<file path="src/rtl/lock_pkg.sv">
// Shared state encodings and flag bit positions for the sequential code lock.
// Imported by the lock core, the board top and the bench.
package lock_pkg;

   typedef enum logic [1:0] {
      ST_ENTRY   = 2'd0,
      ST_ERROR   = 2'd1,
      ST_LOCKOUT = 2'd2,
      ST_OPEN    = 2'd3
   } lock_state_t;

   localparam int FLAG_W       = 4;
   localparam int FLAG_ENTRY   = 0;
   localparam int FLAG_ERROR   = 1;
   localparam int FLAG_LOCKOUT = 2;
   localparam int FLAG_OPEN    = 3;

   // One-hot indication of a state; the LED dimmers sit on these bits.
   function automatic logic [FLAG_W-1:0] state_flag(input lock_state_t s);
      logic [FLAG_W-1:0] f;
      f = '0;
      case (s)
         ST_ENTRY:   f[FLAG_ENTRY]   = 1'b1;
         ST_ERROR:   f[FLAG_ERROR]   = 1'b1;
         ST_LOCKOUT: f[FLAG_LOCKOUT] = 1'b1;
         ST_OPEN:    f[FLAG_OPEN]    = 1'b1;
         default:    f[FLAG_ENTRY]   = 1'b1;
      endcase
      return f;
   endfunction

endpackage

</file>
<file path="src/rtl/lockout_timer.sv">
// Lockout down-counter: loaded with LOCKOUT_CYC-1, counts while enabled,
// and pulses done during the enabled cycle in which it reads zero.
module lockout_timer #(
   parameter int LOCKOUT_CYC = 100_000_000
) (
   input  logic clk,
   input  logic reset,
   input  logic load,
   input  logic count,
   output logic done
);

   localparam int CNT_W = (LOCKOUT_CYC > 1) ? $clog2(LOCKOUT_CYC) : 1;
   localparam logic [CNT_W-1:0] LOAD_VAL = CNT_W'(LOCKOUT_CYC - 1);

   logic [CNT_W-1:0] cnt_reg;

   always_ff @(posedge clk) begin
      if (reset) begin
         cnt_reg <= '0;
      end else if (load) begin
         cnt_reg <= LOAD_VAL;
      end else if (count && (cnt_reg != '0)) begin
         cnt_reg <= cnt_reg - CNT_W'(1);
      end
   end

   assign done = count && (cnt_reg == '0);

endmodule

</file>
<file path="src/rtl/seq_code_lock.sv">
// Sequential code lock: digits are checked silently as they arrive and the
// verdict is only given after the last digit; repeated failures lock it out.
module seq_code_lock
   import lock_pkg::*;
#(
   parameter int DIGIT_W     = 4,
   parameter int N_DIGITS    = 4,
   parameter logic [DIGIT_W*N_DIGITS-1:0] PASSCODE = 16'h9317,
   parameter int MAX_TRIES   = 3,
   parameter int LOCKOUT_CYC = 100_000_000
) (
   input  logic                               clk,
   input  logic                               reset,
   input  logic                               enter,
   input  logic                               oops,
   input  logic [DIGIT_W-1:0]                 login,
   output logic [DIGIT_W-1:0]                 loginled,
   output logic [FLAG_W-1:0]                  flag,
   output logic [$clog2(N_DIGITS+1)-1:0]      digit_cnt,
   output logic [$clog2(MAX_TRIES+1)-1:0]     tries_left
);

   localparam int CW = $clog2(N_DIGITS + 1);
   localparam int TW = $clog2(MAX_TRIES + 1);
   localparam logic [CW-1:0] LAST_DIGIT = CW'(N_DIGITS - 1);
   localparam logic [TW-1:0] TRIES_FULL = TW'(MAX_TRIES);

   lock_state_t        state_reg, state_next;
   logic [FLAG_W-1:0]  flag_reg;
   logic [CW-1:0]      digit_cnt_reg, digit_cnt_next;
   logic [TW-1:0]      tries_reg, tries_next;
   logic               mismatch_reg, mismatch_next;
   logic               timer_load, timer_done;
   logic [N_DIGITS-1:0] digit_ok;
   logic               digit_hit;
   logic               code_bad;

   // Digit 0 lives in the most significant digit of PASSCODE.
   for (genvar gi = 0; gi < N_DIGITS; gi++) begin : g_digit
      assign digit_ok[gi] = (login == PASSCODE[DIGIT_W*(N_DIGITS-gi)-1 -: DIGIT_W]);
   end

   always_comb begin
      digit_hit = 1'b0;
      for (int i = 0; i < N_DIGITS; i++) begin
         if (digit_cnt_reg == CW'(i)) begin
            digit_hit = digit_ok[i];
         end
      end
   end

   assign code_bad = mismatch_reg || !digit_hit;

   lockout_timer #(
      .LOCKOUT_CYC (LOCKOUT_CYC)
   ) u_timer (
      .clk   (clk),
      .reset (reset),
      .load  (timer_load),
      .count (state_reg == ST_LOCKOUT),
      .done  (timer_done)
   );

   always_comb begin
      state_next     = state_reg;
      digit_cnt_next = digit_cnt_reg;
      tries_next     = tries_reg;
      mismatch_next  = mismatch_reg;
      timer_load     = 1'b0;
      case (state_reg)
         ST_ENTRY: begin
            if (oops) begin
               digit_cnt_next = '0;
               mismatch_next  = 1'b0;
            end else if (enter) begin
               if (digit_cnt_reg == LAST_DIGIT) begin
                  digit_cnt_next = '0;
                  mismatch_next  = 1'b0;
                  if (!code_bad) begin
                     state_next = ST_OPEN;
                     tries_next = TRIES_FULL;
                  end else if (tries_reg <= TW'(1)) begin
                     // Last try used up: saturate at zero and start the timer.
                     state_next = ST_LOCKOUT;
                     tries_next = '0;
                     timer_load = 1'b1;
                  end else begin
                     state_next = ST_ERROR;
                     tries_next = tries_reg - TW'(1);
                  end
               end else begin
                  digit_cnt_next = digit_cnt_reg + CW'(1);
                  mismatch_next  = code_bad;
               end
            end
         end
         ST_ERROR: begin
            if (oops) begin
               state_next = ST_ENTRY;
            end
         end
         ST_LOCKOUT: begin
            if (timer_done) begin
               state_next = ST_ENTRY;
               tries_next = TRIES_FULL;
            end
         end
         ST_OPEN: begin
            if (oops) begin
               state_next = ST_ENTRY;
            end
         end
         default: begin
            state_next     = ST_ENTRY;
            digit_cnt_next = '0;
            mismatch_next  = 1'b0;
         end
      endcase
   end

   always_ff @(posedge clk) begin
      if (reset) begin
         state_reg     <= ST_ENTRY;
         flag_reg      <= state_flag(ST_ENTRY);
         digit_cnt_reg <= '0;
         tries_reg     <= TRIES_FULL;
         mismatch_reg  <= 1'b0;
      end else begin
         state_reg     <= state_next;
         flag_reg      <= state_flag(state_next);
         digit_cnt_reg <= digit_cnt_next;
         tries_reg     <= tries_next;
         mismatch_reg  <= mismatch_next;
      end
   end

   assign loginled   = login;
   assign flag       = flag_reg;
   assign digit_cnt  = digit_cnt_reg;
   assign tries_left = tries_reg;

endmodule

</file>
<file path="config.mk">
export PLATFORM = sky130hd
export DESIGN_NAME = seq_code_lock
export DESIGN_NICKNAME = d
export VERILOG_FILES = /design/src/rtl/lock_pkg.sv /design/src/rtl/lockout_timer.sv /design/src/rtl/seq_code_lock.sv
export SDC_FILE = /design/constraint.sdc
export NUM_CORES = 1
export LEC_CHECK = 0
export ABC_AREA = 1
export CORE_UTILIZATION = 45
export DETAILED_ROUTE_END_ITERATION = 8
export PLACE_DENSITY = 0.62
export SLEW_MARGIN = 20
export SYNTH_ARGS = -nofsm -noshare
export SYNTH_HDL_FRONTEND = slang
export SYNTH_HIERARCHICAL = 1
export SYNTH_SLANG_ARGS = --single-unit
export TNS_END_PERCENT = 20
</file>
<file path="constraint.sdc">
create_clock -name clk -period 2.4 [get_ports clk]
set_input_delay 0.48 -clock clk [delete_from_list [all_inputs] [get_ports clk]]
set_output_delay 0.48 -clock clk [all_outputs]
set_load 0.03 [all_outputs]
</file>
==> results.md <==
- Maximum VDD drop: 0.000287 V
- Nets: 456
- Antenna diodes: 0
- Cell Int Power: 1.10 mW
- Cell Pwr Density: 455 mW/mm2
- Leakage: 1.59 nW
- CTS tree: done
- Starting DRT DRC Count: 176
- Worst-Margin Slew: 0.462 ns
- Post-route setup TNS: 0 ns
- Final ANT Viol Nets: 0
- IO buf count: 20
- Worst-skew pair later-pin latency: 0.30 ns
- Avg Inst Size Synth: 6.34 um2
- H-tree Lvls: 2
- Global-route usage over all layers: 21.2%
- DP HPWL: 4620 um
- Crit path max-delay family: buffers and inverters
- CTS buffer count: 5
- First-pass GRT wire length: 10400 um
- Synth Instances: 418
- Final core utilization: 54.8%
- Number of global-route vias before repair: 2305
- Drt total wl: 5940 um
- HP Class: flop to flop
- Vias/cell: 4.82
- Total I/O pin count: 21
- Area Growth Syn to Fin: 15.3%
- Clk_skew: 0.00891 ns
- Relative slew slack: 69.1%
- Outcome: finished clean
- Setup Buffers After CTS: 0
- Crit path DAT: 1.66 ns
- CP endpoint kind: output port
- GR Overflow Total: 0
- Cell row count: 27
- Sw Share: 21.0%
- DR WL/cell: 11.5 um
- Via count: 2486
- #FFs+latches synth: 39
- Clk sink count: 39
- Post-CTS Hold Buffers: 0
- Critical path buffer and inverter count: 2
- CP max stage cell: clkdlybuf4s50_1
- Most Frequent Cell on Critical Path: clkdlybuf4s50_1
- Clk buf depth: 2
- Largest register FFs: 27
- Die Ht: 78.7 um
- Final Cycle Share: 89.1%
- Max-Cap Viols: 0
- Layout cell share with drive strength beyond 1: 12.8%
- Max Freq: 0.468 GHz
- Tmin final: 2.14 ns
- Clock share of power: 47.5%
- GPL Wtd Cong: 0.892
- Initial core utilization: 47.5%
- Reg power frac: 46.9%
- YS warnings: 6
- Critical path peak fanout: 3
- Crit-path cells: clkdlybuf4s50_1 > clkdlybuf4s50_1
- Startpoint Class: input pin
- Core Box Area: 0.00557 mm2
- Router iterations before antenna repair: 4
- DRC Markers: 0
- Endpoints failing hold: 0
- Final-report max-slew violation count: 0
- Yosys cell types: 32
- Data required, critical path: 1.92 ns
- Slowest stage delay, CP: 0.68 ns
- Logic pwr share: 5.7%
- Setup CP Type: input pin to output port
- Syn Std Cell Area: 0.00265 mm2
- Syn_nets: 431
- Root Driver: clkbuf_8
- Die width: 78.7 um
- Post-CTS sizing: 0
- Worst-path clk slew: 0.08 ns
- # fillers: 573
- RSZ-0062 raised after global routing: false
- Largest net degree at the start of global routing: 17
- Post-synthesis sequential area ratio: 29.5%
- Initial antenna violation count: 0
- # setup viols final: 0
- Net switching power: 0.292 mW
- Die area: 0.00620 mm2
- R2r setup slk: 0.34 ns
==> routing by layer <==
| layer | share of wire [%] | up-vias | track usage (%) |
|---|---|---|---|
| met2 | 45 | 43 | 34.3 |
| met3 | 3.9 | 7 | 3.79 |
| met5 | 0 | - | 0 |
| met4 | 1.0 | 0 | 6.48 |
| li1 | - | 1333 | - |
| met1 | 50 | 1103 | 28.5 |
==> worst min-delay path, cell delays in order (launching register included) <==
cell,delay (ns)
dfxtp_1,0.32
nand2_1,0.06
a21oi_1,0.05
==> path summary, 6_finish.rpt <==
check                        end          from  cells past startpoint
max                  loginled[1]      login[1]                      2
min                 mismatch_reg  mismatch_reg                      2
max reg2reg  u_timer/cnt_reg[22]  digit_cnt[0]                     15
min reg2reg         mismatch_reg  mismatch_reg                      2
==> area by class of cell <==
| type | instances | area, um2 | area share [%] |
|---|---|---|---|
| clock inverters | 2 | 60.1 | 1.97 |
| flip-flops and latches | 39 | 781 | 25.6 |
| multi-input cells | 299 | 1520 | 49.7 |
| repair buffers | 29 | 268 | 8.77 |
| well taps | 72 | 90.1 | 2.95 |
| inverters | 69 | 264 | 8.64 |
| clock buffers | 6 | 72.6 | 2.38 |
==> power groups by stage <==
| stage | Clock, mW | Sequential (mW) | Combinational, mW |
|---|---|---|---|
| floorplan | 0 | 0.670 | 0.0462 |
| finish | 0.659 | 0.651 | 0.0790 |
| global route | 0.702 | 0.652 | 0.0878 |
| global placement | 0 | 0.667 | 0.0791 |
| CTS | 0.675 | 0.651 | 0.0797 |
| detailed placement | 0 | 0.667 | 0.0796 |
==> cell usage after synthesis <==
master       n  area share [%]
nand2_1    114              16
inv_1       66             9.4
nor2_1      54             7.7
dfxtp_1     39              29
nand3_1     28             5.3
a21oi_1     21             4.0
nor2_2      11             2.6
nand2_2      9             2.1
nor3_1       9             1.7
nand4_1      8             1.9
xor2_1       8             2.6
o21ai_0      7             1.3
nor2_4       6             2.6
ha_1         5             2.4
buf_4        4             1.1
a21oi_2      3            0.99
nand2_4      3             1.3
buf_2        2            0.38
buf_6        2            0.85
clkbuf_1     2            0.28
inv_2        2            0.28
nand2_8      2             1.5
nand3_2      2            0.76
o21ai_1      2            0.38
xnor2_1      2            0.66
a21boi_2     1            0.43
buf_8        1            0.57
inv_6        1            0.33
o2111ai_1    1            0.33
o211ai_1     1            0.28
o22ai_1      1            0.24
or2_2        1            0.24
==> layout by cell type, fill, tap and decap left out, drive strengths merged <==
cell type and n:
nand2 128, nor2 71, inv 69, dfxtp 39, nand3 30, a21oi 24
clkdlybuf4s50 20, nor3 9, buf 9, o21ai 9, xor2 8, nand4 8
clkbuf 6, ha 5, bufinv 2, xnor2 2, a21boi 1, o22ai 1
o211ai 1, o2111ai 1, or2 1
==> logic make-up after synthesis <==
| family | Yosys count | share of synthesized area [%] |
|---|---|---|
| AO/OA/AOI/OAI | 37 | 7.94 |
| XOR/XNOR | 10 | 3.31 |
| adder cells (fa/ha/maj) | 5 | 2.36 |
| buffers and inverters | 80 | 13.2 |
| flip-flops | 39 | 29.5 |
| AND/OR/NAND/NOR | 247 | 43.7 |
==> per-stage QoR <==
stage               total power [mW]  setup WS, ns  hold WS, ns  instance area (um2)  std cells
floorplan                      0.716        0.0833        0.439                 2650        418
global placement               0.746         0.167        0.457                 2920        508
detailed placement             0.746        0.0971        0.466                 2920        508
CTS                             1.41         0.257        0.478                 3050        516
global route                    1.44         0.132        0.503                 3050        516
finish                          1.39         0.263        0.473                 3050        516
(Power assumes the default switching activity.)
